<file path="config.mk">
export PLATFORM = sky130hd
export DESIGN_NAME = regfile_wr_arbiter_flat
export DESIGN_NICKNAME = d
export VERILOG_FILES = /design/src/rtl/regfile_wr_arbiter_if.sv /design/src/rtl/regfile_wr_arbiter.sv /design/src/flat_wrapper.sv
export SDC_FILE = /design/constraint.sdc
export NUM_CORES = 1
export LEC_CHECK = 0
export ABC_AREA = 0
export CORE_MARGIN = 2
export CORE_UTILIZATION = 40
export CTS_CLUSTER_DIAMETER = 120
export DETAILED_ROUTE_END_ITERATION = 7
export HOLD_SLACK_MARGIN = 0.05
export PLACE_DENSITY = 0.68
export SETUP_SLACK_MARGIN = 0.2
export SYNTH_ARGS = -nofsm -noshare
export SYNTH_HDL_FRONTEND = slang
export SYNTH_SLANG_ARGS = --single-unit
export TNS_END_PERCENT = 5
</file>
<file path="constraint.sdc">
create_clock -name clk -period 6.9 [get_ports clk]
set_input_delay 1.38 -clock clk [delete_from_list [all_inputs] [get_ports clk]]
set_output_delay 1.38 -clock clk [all_outputs]
set_load 0.005 [all_outputs]
</file>
<file path="src/rtl/regfile_wr_arbiter_if.sv">
// Writeback bus for regfile_wr_arbiter: pipeline request, multi-cycle result
// push, registered register-file write port and FIFO occupancy.
interface regfile_wr_arbiter_if #(
  parameter int DWIDTH = 32,
  parameter int DEPTH  = 2
);
  logic                     pipe_we_i;
  logic [4:0]               pipe_rd_i;
  logic [DWIDTH-1:0]        pipe_data_i;
  logic                     pipe_stall_o;
  logic                     mc_valid_i;
  logic [4:0]               mc_rd_i;
  logic [DWIDTH-1:0]        mc_data_i;
  logic                     mc_ready_o;
  logic                     rf_we_o;
  logic [4:0]               rf_rd_o;
  logic [DWIDTH-1:0]        rf_data_o;
  logic [$clog2(DEPTH):0]   fifo_count_o;

  modport master (
    output pipe_we_i, pipe_rd_i, pipe_data_i, mc_valid_i, mc_rd_i, mc_data_i,
    input  pipe_stall_o, mc_ready_o, rf_we_o, rf_rd_o, rf_data_o, fifo_count_o
  );

  modport slave (
    input  pipe_we_i, pipe_rd_i, pipe_data_i, mc_valid_i, mc_rd_i, mc_data_i,
    output pipe_stall_o, mc_ready_o, rf_we_o, rf_rd_o, rf_data_o, fifo_count_o
  );
endinterface

</file>
<file path="src/rtl/regfile_wr_arbiter.sv">
// Arbitrates one register-file write port between the pipeline writeback stage
// and a FIFO of multi-cycle results, with bounded starvation of the FIFO head.
module regfile_wr_arbiter #(
  parameter int DWIDTH     = 32,
  parameter int DEPTH      = 2,
  parameter int STARVE_MAX = 4
) (
  input  logic                clk,
  input  logic                rst_n,
  regfile_wr_arbiter_if.slave bus
);
  localparam int AW = $clog2(DEPTH);
  localparam int CW = AW + 1;
  localparam int SW = $clog2(STARVE_MAX + 1);
  localparam logic [CW-1:0] DEPTH_C  = CW'(DEPTH);
  localparam logic [SW-1:0] STARVE_C = SW'(STARVE_MAX);

  typedef struct packed {
    logic [4:0]        rd;
    logic [DWIDTH-1:0] data;
  } entry_t;

  entry_t          mem [DEPTH];
  entry_t          head;
  logic [AW-1:0]   wr_ptr;
  logic [AW-1:0]   rd_ptr;
  logic [CW-1:0]   count;
  logic [SW-1:0]   starve_cnt;
  logic            pipe_req;
  logic            fifo_req;
  logic            fifo_gnt;
  logic            pipe_gnt;
  logic            push;
  logic            pop;

  always_comb begin
    head     = mem[rd_ptr];
    pipe_req = bus.pipe_we_i && (bus.pipe_rd_i != 5'd0);
    fifo_req = (count != '0);
    fifo_gnt = fifo_req && (!pipe_req || (starve_cnt == STARVE_C));
    pipe_gnt = pipe_req && !fifo_gnt;
    pop      = fifo_gnt;
    // Ready comes from the registered count only, so a full FIFO never accepts
    // on the same edge it pops.
    push     = bus.mc_valid_i && (count < DEPTH_C);
  end

  assign bus.mc_ready_o   = (count < DEPTH_C);
  assign bus.pipe_stall_o = pipe_req && fifo_gnt;
  assign bus.fifo_count_o = count;

  always_ff @(posedge clk) begin
    if (push) begin
      mem[wr_ptr] <= '{rd: bus.mc_rd_i, data: bus.mc_data_i};
    end
  end

  always_ff @(posedge clk or negedge rst_n) begin
    if (!rst_n) begin
      wr_ptr     <= '0;
      rd_ptr     <= '0;
      count      <= '0;
      starve_cnt <= '0;
    end else begin
      if (push) wr_ptr <= wr_ptr + 1'b1;
      if (pop)  rd_ptr <= rd_ptr + 1'b1;
      case ({push, pop})
        2'b10:   count <= count + 1'b1;
        2'b01:   count <= count - 1'b1;
        default: count <= count;
      endcase
      if (pop || !fifo_req) begin
        starve_cnt <= '0;
      end else if (pipe_gnt && (starve_cnt != STARVE_C)) begin
        starve_cnt <= starve_cnt + 1'b1;
      end
    end
  end

  // An x0 head is consumed by the grant but never reaches the register file.
  always_ff @(posedge clk or negedge rst_n) begin
    if (!rst_n) begin
      bus.rf_we_o   <= 1'b0;
      bus.rf_rd_o   <= '0;
      bus.rf_data_o <= '0;
    end else if (pipe_gnt) begin
      bus.rf_we_o   <= 1'b1;
      bus.rf_rd_o   <= bus.pipe_rd_i;
      bus.rf_data_o <= bus.pipe_data_i;
    end else if (fifo_gnt && (head.rd != 5'd0)) begin
      bus.rf_we_o   <= 1'b1;
      bus.rf_rd_o   <= head.rd;
      bus.rf_data_o <= head.data;
    end else begin
      bus.rf_we_o   <= 1'b0;
    end
  end
endmodule

</file>
<file path="src/flat_wrapper.sv">
// flat-port wrapper written by rule: the top's interface ports become plain ports
module regfile_wr_arbiter_flat 
#(
  parameter int DWIDTH     = 32,
  parameter int DEPTH      = 2,
  parameter int STARVE_MAX = 4
)
  (clk, rst_n, bus_pipe_we_i, bus_pipe_rd_i, bus_pipe_data_i, bus_mc_valid_i, bus_mc_rd_i, bus_mc_data_i, bus_pipe_stall_o, bus_mc_ready_o, bus_rf_we_o, bus_rf_rd_o, bus_rf_data_o, bus_fifo_count_o);
  regfile_wr_arbiter_if #(.DWIDTH(DWIDTH), .DEPTH(DEPTH)) bus_i ();
  input  logic clk;
  input  logic rst_n;
  input wire logic [$bits(bus_i.pipe_we_i)-1:0] bus_pipe_we_i;
  input wire logic [$bits(bus_i.pipe_rd_i)-1:0] bus_pipe_rd_i;
  input wire logic [$bits(bus_i.pipe_data_i)-1:0] bus_pipe_data_i;
  input wire logic [$bits(bus_i.mc_valid_i)-1:0] bus_mc_valid_i;
  input wire logic [$bits(bus_i.mc_rd_i)-1:0] bus_mc_rd_i;
  input wire logic [$bits(bus_i.mc_data_i)-1:0] bus_mc_data_i;
  output wire logic [$bits(bus_i.pipe_stall_o)-1:0] bus_pipe_stall_o;
  output wire logic [$bits(bus_i.mc_ready_o)-1:0] bus_mc_ready_o;
  output wire logic [$bits(bus_i.rf_we_o)-1:0] bus_rf_we_o;
  output wire logic [$bits(bus_i.rf_rd_o)-1:0] bus_rf_rd_o;
  output wire logic [$bits(bus_i.rf_data_o)-1:0] bus_rf_data_o;
  output wire logic [$bits(bus_i.fifo_count_o)-1:0] bus_fifo_count_o;
  assign bus_i.pipe_we_i = bus_pipe_we_i;
  assign bus_i.pipe_rd_i = bus_pipe_rd_i;
  assign bus_i.pipe_data_i = bus_pipe_data_i;
  assign bus_i.mc_valid_i = bus_mc_valid_i;
  assign bus_i.mc_rd_i = bus_mc_rd_i;
  assign bus_i.mc_data_i = bus_mc_data_i;
  assign bus_pipe_stall_o = bus_i.pipe_stall_o;
  assign bus_mc_ready_o = bus_i.mc_ready_o;
  assign bus_rf_we_o = bus_i.rf_we_o;
  assign bus_rf_rd_o = bus_i.rf_rd_o;
  assign bus_rf_data_o = bus_i.rf_data_o;
  assign bus_fifo_count_o = bus_i.fifo_count_o;
  regfile_wr_arbiter #(.DWIDTH(DWIDTH), .DEPTH(DEPTH), .STARVE_MAX(STARVE_MAX)) u_core (.clk(clk), .rst_n(rst_n), .bus(bus_i));
endmodule
</file>
==> flow_metrics.tcl <==
set metrics [dict create \
    num_io_pins 120 \
    synthesis.area_sq_um 5020 \
    crit_type "input port to output port" \
    clk_path_buf_depth 2 \
    min_path_type "flop to flop" \
    cts_setup_buffers 0 \
    grt_pass1_vias 3137 \
    leakagePower_uw 0.00268 \
    ys_ff_latch 119 \
    cpLargestDelayFamily "buffers and inverters" \
    place_area_sq_um 6390 \
    vdd_ir_drop_max_mv 0.287 \
    synth_area_leader_cell "edfxtp_1" \
    gp_congestion 0.843 \
    cts.sinks 119 \
    slowest_delay_ns 0.56 \
    r2r_cells 5 \
    core_area_sq_um 12100 \
    cts_resized 0 \
    grt_pass1_wl_um 16400 \
    cts_made_buffers 17 \
    portBuffers 119 \
    power_density_nw_per_um2 405 \
    r2r-start "u_core.rd_ptr" \
    synth_top_area_share_pct 44.3 \
    netlist_instances 279 \
    hold_ws_ns 0.491 \
    clock-skew-final_ns 0.00756 \
    final_cell_area_sq_um 7030 \
    fp.dieH_um 116 \
    fin_setup_tns_ns 0 \
    path_common_cell "clkdlybuf4s50_1" \
    worstSkewPairLatency_ns 0.40 \
    critical_path.endpoint "bus_pipe_stall_o" \
    path_max_fanout 6 \
    cp_cell_sequence "clkdlybuf4s50_1 -> or4_4 -> o211ai_1 -> o21ai_1 -> nor2_1 -> clkdlybuf4s50_1" \
    hold_viol_final 0 \
    status "completed" \
    track_usage_pct 16.6 \
    critPathLaunch "bus_pipe_rd_i[4]" \
    arrival_ns 3.63 \
    cpMaxStageDelayCell "or4_4" \
    die_w_um 116 \
    cts_tree "yes" \
    async_flop_share_pct 37.8 \
    finalSetupViolCount 0 \
    path_depth 6 \
    fmax_mhz 200 \
    routedWlPerCell_um 17.4 \
    dr.pass1.iters 4 \
    synth.distinct_cells 29 \
    regArea_sq_um 3350 \
    fin_nets 491 \
    cts_hold_buf 0 \
    r2r_setup_slack_ns 4.11 \
    slew_headroom_pct 31.4 \
    routed_wl_um 10300 \
    gr-total-overflow 0 \
    ant_nets 0 \
    pwr-share-seq_pct 39.1 \
    multi_input_area_sq_um 1590 \
    syn-num-nets 360 \
    syn_avg_cell_area_sq_um 18.0 \
    power_frac_clock_pct 33.0 \
    vias 2840 \
    cp-start-kind "input port" \
    worst_r2r_endpoint "u_core.bus.rf_data_o[2]" \
    final_layout_size_suffix_gt1_share_pct 34.0 \
    antenna_cells 0 \
    drcViolationCount 0 \
    vias_per_cell 4.81 \
    synth_ff_type "edfxtp_1" \
    hpwl_um 6380 \
    first_iter_violations 127 \
    htreeDepth 4 \
    final_max_slew_viol_count 0 \
    tightest_slew_ns 1.03 \
    p_sw_share_pct 25.2 \
    clk_pin_slew_ns 0.06 \
    internal-power_uw 2130 \
    antenna_found_initial 0 \
    timing.final.crit_share_pct 72.6 \
    period_minus_slack_ns 5.01 \
    crit_buf_inv 2 \
    initial_core_util_pct 41.4 \
    rows 40 \
    ys_seq_area_share_pct 66.7 \
    cts-root-buf "clkbuf_16" \
    rsz0062_at_grt "no" \
    p_sw_uw 719 \
    hold_depth 1 \
    endpoint_kind "output port" \
    area_growth_pct 40.1 \
    cp.required_ns 5.52 \
    synth_edf_count 74 \
    nFillCells 993 \
    ys_top_cells_by_count "74 x edfxtp_1, 74 x mux2_2, 45 x dfrtp_1, 28 x mux2_4, 7 x inv_1" \
    dieArea_sq_um 13500 \
    synth_area_leaders "edfxtp_1 44%, dfrtp_1 22%, mux2_2 17%, mux2_4 8.4%, xnor2_1 1.0%" \
    pwr-share-comb_pct 27.9 \
    yosysWarningCount 0 \
    drv_cap 0 \
    grt_max_degree 46 \
]
[worst min path at each step]
stage                    startpoint  slack (ns)              endpoint
6_report       u_core.starve_cnt[0]        0.49  u_core.starve_cnt[0]
3_5_place_dp   u_core.starve_cnt[0]        0.48  u_core.starve_cnt[0]
5_1_grt        u_core.starve_cnt[0]        0.52  u_core.starve_cnt[0]
4_1_cts        u_core.starve_cnt[0]        0.49  u_core.starve_cnt[0]
3_3_place_gp   u_core.starve_cnt[0]        0.47  u_core.starve_cnt[0]
2_1_floorplan  u_core.starve_cnt[0]        0.44  u_core.starve_cnt[0]
[cell type report]
type                            count  share of cell area, %
Clock buffer                       21                   6.69
Clock inverter                     11                   2.44
Inverter                            7                  0.374
Multi-Input combinational cell    142                   22.6
Sequential cell                   119                   47.7
Tap cell                          168                   2.99
Timing Repair Buffer              123                   17.3
[cells in the final DEF (no fill, tap or decap), types with 2 or more instances in the layout]
master             n
buf_4              4
bufinv_16          4
clkbuf_16         17
clkbuf_8           3
clkdlybuf4s50_1  118
clkinvlp_4         5
dfrtp_1           44
edfxtp_1          74
ha_1               3
inv_1              7
mux2_2            74
mux2_4            28
mux2i_1            3
nand2_1            2
nor2_1             3
nor3_1             3
nor3b_1            2
o211ai_1           4
o221ai_1           3
xnor2_1            6
[state kept, by name, summed over array words and instances (netlist names)]
name,cells
u_core.rd_ptr,1
u_core.bus.rf_we_o,1
u_core.bus.fifo_count_o,2
u_core.mem,74
u_core.wr_ptr,1
u_core.starve_cnt,3
u_core.bus.rf_rd_o,5
u_core.bus.rf_data_o,32
[per-stage QoR]
stage                     utilization, %  cells  total power (uW)  setup WS (ns)
after detailed placement            52.7    559              1930           1.91
after global routing                58.0    591              2990           1.79
after global placement              52.7    559              1910           1.94
after CTS                           58.0    591              2890           1.89
after floorplan                        -    279              1550           2.99
final                               58.0    591              2850           1.89
[metal layers]
metal | track usage [%] | share of wire, % | vias up
li1 | - | - | 1331
met1 | 20.7 | 44 | 1407
met2 | 26.9 | 49 | 94
met3 | 5.65 | 5.7 | 8
met4 | 5.95 | 1.0 | 0
met5 | 0 | 0 | -
[cells by family after synthesis]
group | Yosys count | synth area share [%]
DFF | 119 | 66.7
and+or+nand+nor | 16 | 1.80
buffers and inverters | 18 | 2.02
AOI/OAI and AO/OA | 12 | 2.07
xor gates and xnor gates | 6 | 1.05
adders and majority gates | 3 | 0.748
muxes | 105 | 25.6
[power by group through the flow]
| stage | registers [uW] | logic (uW) | clock network, uW |
|---|---|---|---|
| after global placement | 1120 | 794 | 0 |
| final | 1110 | 794 | 940 |
| after floorplan | 1070 | 483 | 0 |
| after detailed placement | 1130 | 803 | 0 |
| after global routing | 1140 | 860 | 994 |
| after CTS | 1120 | 809 | 958 |
Note: power is estimated with default switching activity, not from simulation.
==> RTL change 1 (same settings) <==
`DWIDTH` is set to 32 in 3 places; all go to 48.
--- a/src/rtl/regfile_wr_arbiter_if.sv
+++ b/src/rtl/regfile_wr_arbiter_if.sv
@@ -1,7 +1,7 @@
 // Writeback bus for regfile_wr_arbiter: pipeline request, multi-cycle result
 // push, registered register-file write port and FIFO occupancy.
 interface regfile_wr_arbiter_if #(
-  parameter int DWIDTH = 32,
+  parameter int DWIDTH = 48,
   parameter int DEPTH  = 2
 );
   logic                     pipe_we_i;
--- a/src/rtl/regfile_wr_arbiter.sv
+++ b/src/rtl/regfile_wr_arbiter.sv
@@ -1,7 +1,7 @@
 // Arbitrates one register-file write port between the pipeline writeback stage
 // and a FIFO of multi-cycle results, with bounded starvation of the FIFO head.
 module regfile_wr_arbiter #(
-  parameter int DWIDTH     = 32,
+  parameter int DWIDTH     = 48,
   parameter int DEPTH      = 2,
   parameter int STARVE_MAX = 4
 ) (
--- a/src/flat_wrapper.sv
+++ b/src/flat_wrapper.sv
@@ -1,7 +1,7 @@
 // flat-port wrapper written by rule: the top's interface ports become plain ports
 module regfile_wr_arbiter_flat 
 #(
-  parameter int DWIDTH     = 32,
+  parameter int DWIDTH     = 48,
   parameter int DEPTH      = 2,
   parameter int STARVE_MAX = 4
 )
Interface: changed (resized bus_mc_data_i, bus_pipe_data_i and bus_rf_data_o); port bits go from 120 to 168. The function was not compared with the original's and may differ.
==> RTL change 1 against the unedited design <==
- fmax is 0.87% lower
- final cell count grew 34%
- routed wire length rose by 44%
- hold slack got worse by 0.0034 ns
- sequential cell count up 48
- combinational power rose by 47%
- cell area is 35% higher
- critical path depth stayed put
- clock skew rose by 0.0047 ns
- worst setup slack got worse by 0.044 ns
- synthesized area increased by 40%
- sequential share of layout area increased by 1.8 points
- power increased by 28%
- synthesized cell count rose by 36%
- largest power group unchanged
==> RTL change 1: results (changes against the unedited design) <==
| Metric | Value |
|---|---|
| Pre-CTS setup slack | 1.84 ns (-0.0663 ns) |
| Detailed-route via count | 3,898 (+37%) |
| DR WL met3 | 1010 µm (+73%) |
| Placed cell count | 762 (+36%) |
| Synth cell count leaders | edfxtp_1 (106), mux2_2 (102), dfrtp_1 (61) |
| Synth top area cells | edfxtp_1 (45%), dfrtp_1 (22%), mux2_2 (16%), mux2_4 (10%), buf_6 (0.80%) |
| Layout cells sized above 1 | 33.9% (-0.12 points) |
| Slew @ Worst Pin | 1.02 ns (-0.00930 ns) |
| Port Buf Inserts | 167 (+40%) |
| GR Util met3 | 6.11% (+0.46 points) |
| Arrival time of the worst setup path | 3.67 ns (+0.04 ns) |
| Metal-1 WL | 6400 µm (+40%) |
| Wire length per cell | 18.7 µm (+7.3%) |
| WL final | 14,800 µm (+44%) |
| Top Registers | u_core.mem: 106 flops, u_core.bus.rf_data_o: 48 flops, u_core.bus.rf_rd_o: 5 flops |
| Clock group | 946 µW (+0.6%) |
| CP Max Fanout | 6 (unchanged) |
| DP HPWL | 9550 µm (+50%) |
| Ys async rst share | 36.5% (-1.3 points) |
| Hold WS | 0.488 ns (-0.00342 ns) |
| Global-route wire length before repair | 23,400 µm (+43%) |
| Post-Syn Nets | 493 (+37%) |
| Worst-case vdd ir drop | 186 µV (-35%) |
| Clock share of power | 26.0% (-7.0 points) |
| DRT iter0 DRCs | 160 (+26%) |
| EDFF count, synth | 106 (+43%) |
| Gpl congestion | 0.719 (-15%) |
| FF-to-FF End | u_core.bus.rf_data_o[34]$_DFFE_PN0P_ |
| CP max stage delay | 0.58 ns (+0.02 ns) |
| Crit path launch | bus_pipe_rd_i[3] |
| GRT met2 Usage | 27.3% (+0.34 points) |
| Cell Int Power | 2.68 mW (+26%) |
| Sequential area share after synthesis | 66.9% (+0.12 points) |
| Outcome | completed |
| Routed wl met2 | 7180 µm (+43%) |
| Met1 Use GR | 21.1% (+0.40 points) |
| Sequential power | 1.52 mW (+37%) |
| Final nets | 669 (+36%) |
| Vias in the first global route | 4,447 (+42%) |
| Syn_area_per_cell | 18.5 µm² (+3.1%) |
-- RTL change 1: kinds of logic (layout without fill, tap and decap cells) --
group,count (synthesis),in the layout,share of synthesized area [%]
multiplexers,153,153,27.0
flip-flops,167,167,66.9
XOR/XNOR,6,6,0.746
AO/OA/AOI/OAI,12,12,1.60
adder cells (fa/ha/maj),3,3,0.533
buffers and inverters,23,212,2.02
AND/OR/NAND/NOR,16,16,1.28
-- RTL change 1: final cells by class --
type | count | area, µm²
flip-flops and latches | 167 | 4710
clock buffers | 19 | 433
fillers | 1380 | 7720
clock inverters | 13 | 156
well taps | 225 | 282
multi-input cells | 190 | 2200
inverters | 7 | 26.3
repair buffers | 173 | 1710
-- RTL change 1: worst register-to-register path, delay by kind of cell, from the launching register on --
| family | cells | cell delay [ns] |
|---|---|---|
| AOI/OAI and AO/OA | 2 | 0.43 |
| buffers and inverters | 2 | 1.34 |
| DFF | 1 | 0.81 |
| muxes | 1 | 0.44 |
| and+or+nand+nor | 1 | 0.13 |
==> RTL change 2 (same settings) <==
Made on the original files. Reset style: synchronous (`rst_n`), changed in 2 clocked blocks.
--- a/src/rtl/regfile_wr_arbiter.sv
+++ b/src/rtl/regfile_wr_arbiter.sv
@@ -55,7 +55,7 @@
     end
   end
 
-  always_ff @(posedge clk or negedge rst_n) begin
+  always_ff @(posedge clk) begin
     if (!rst_n) begin
       wr_ptr     <= '0;
       rd_ptr     <= '0;
@@ -78,7 +78,7 @@
   end
 
   // An x0 head is consumed by the grant but never reaches the register file.
-  always_ff @(posedge clk or negedge rst_n) begin
+  always_ff @(posedge clk) begin
     if (!rst_n) begin
       bus.rf_we_o   <= 1'b0;
       bus.rf_rd_o   <= '0;
Check against the original RTL: differs if rst_n is asserted again (counterexample within 4 cycles, from zero or initial values and one cycle with rst_n low); with rst_n held inactive, the same outputs for 4 cycles.
==> RTL change 2 against the unedited design <==
- sequential power is 9.9% lower
- clock skew grew 0.0038 ns
- synthesized cell count rose by 37%
- global-route usage up 0.91 points
- cell area fell by 0.91%
- sequential cell count rose by 1
- routed wire length rose by 14%
- register-to-register slack lost 0.23 ns
- synthesized area increased by 3.3%
- worst setup slack got worse by 0.062 ns
- power fell by 18%
==> RTL change 2: results (changes against the unedited design) <==
| Metric | Value |
|---|---|
| Global-route wire length before repair | 18,800 µm (+15%) |
| CP max stage delay | 0.58 ns (+0.02 ns) |
| Fill count | 1,090 (+9.8%) |
| ANT cells | 0 (unchanged) |
| Vias in the first global route | 3,675 (+17%) |
| Clk Latency, worst-skew pair | between 0.4 and 0.5 ns |
| Crit-path slowest cell | or4_4 |
| Crit-path leading delay family | simple AND/OR/NAND/NOR gates |
| Cell variety after synth | 39 (+34%) |
| Mux cell area share after synthesis | 15.6% (-10 points) |
| Gpl congestion | 0.783 (-7.1%) |
| Outcome | completed |
| EDFF count, synth | 74 (unchanged) |
| Total Routing Usage GR | 17.5% (+0.91 points) |
| Synth Area in XOR/XNOR | 0.507% (-0.54 points) |
| CP Max Fanout | 4 (-2) |
| Post-Syn Nets | 464 (+29%) |
| Synth cell count leaders | edfxtp_1 (74), dfxtp_1 (46), nand2_1 (40) |
| Clk pin slew, worst setup/hold paths | around 0.050 ns |
| Arrival time of the worst setup path | 3.69 ns (+0.06 ns) |
| Layout cells sized above 1 | 15.4% (-19 points) |
| Hold WC Path Type | reg -> reg |
| DP HPWL | 7010 µm (+9.9%) |
| Adder-cell share of the synthesized area | 0.724% (-0.024 points) |
| Lkg Pwr | 2.40 nW (-11%) |
| Worst-case vdd ir drop | 162 µV (-44%) |
| Final nets | 574 (+17%) |
| Pre-CTS setup slack | 1.86 ns (-0.0452 ns) |
| Wire length per cell | 17.3 µm (-0.49%) |
| Hold_sp | u_core.starve_cnt[0]$_SDFFE_PP0P_ |
| Worst Skew | 0.0113 ns (+0.00378 ns) |
| Sequential area share after synthesis | 60.6% (-6.1 points) |
| Slew Limit Headroom | 31.1% (-0.32 points) |
| Ys async rst share | 0% (-38 points) |
| Crit path launch | bus_pipe_rd_i[3] |
| DRT iter0 DRCs | 174 (+37%) |
| Pin count of the biggest net entering global routing | 82 (+78%) |
| Yosys warns | 0 (unchanged) |
| Longest Clk Path Bufs | 2 (unchanged) |
| Vias/cell | 5.24 (+9.1%) |
| Synth top area cells | edfxtp_1 (43%), dfxtp_1 (18%), mux2_2 (8.0%), mux2i_1 (7.5%), o221ai_1 (6.3%) |
| TNS Setup | 0 ns (unchanged) |
| Compound-Gate Fraction of Synth Area | 7.80% (+5.7 points) |
RTL change 2: changes by cell type in the layout (fill, tap and decap cells not counted), moves of 4 or more:
cell	unedited run	this run
bufinv_16	4	0
clkbuf_1	1	5
clkinvlp_4	5	0
dfrtp_1	44	0
dfxtp_1	0	45
mux2_2	74	37
mux2_4	28	0
mux2i_1	3	39
nand2_1	2	40
nand3b_1	0	37
o221ai_1	3	37
RTL change 2: power by group:
| group | internal, mW | switching, mW | leakage [nW] |
|---|---|---|---|
| clock | 0.490 | 0.278 | 0.261 |
| sequential | 0.913 | 0.0901 | 1.07 |
| combinational | 0.329 | 0.225 | 1.06 |
| total | 1.73 | 0.593 | 2.40 |
RTL change 2: layer usage:
metal	routed length, µm	vias up	GRT usage, %
met5	0	-	0
met4	161	0	6.85
met3	533	13	4.75
met2	5740	118	29.0
met1	5290	1739	21.7
li1	-	1679	-
RTL change 2: layout make-up:
class                   count  share of cell area (%)
clock buffers              26                    7.17
clock inverters             5                   0.341
inverters                   4                   0.216
multi-input cells         226                    26.5
flip-flops and latches    120                    45.1
well taps                 172                    3.09
repair buffers            124                    17.5
RTL change 2: worst paths after layout:
| check | end | slack [ns] | cells after the start |
|---|---|---|---|
| worst max-delay path | bus_pipe_stall_o | 1.83 | 6 |
| worst min-delay path | u_core.starve_cnt[0]$_SDFFE_PP0P_ | 0.45 | 1 |
| worst max register to register | u_core.bus.rf_data_o[18]$_SDFFE_PN0P_ | 3.88 | 5 |
| worst min register to register | u_core.starve_cnt[0]$_SDFFE_PP0P_ | 0.45 | 1 |
RTL change 2: per-stage QoR:
step | area (µm²) | instances
after floorplan | 5180 | 383
after global placement | 6440 | 646
after detailed placement | 6440 | 646
after CTS | 6970 | 677
after global routing | 6970 | 677
final | 6970 | 677
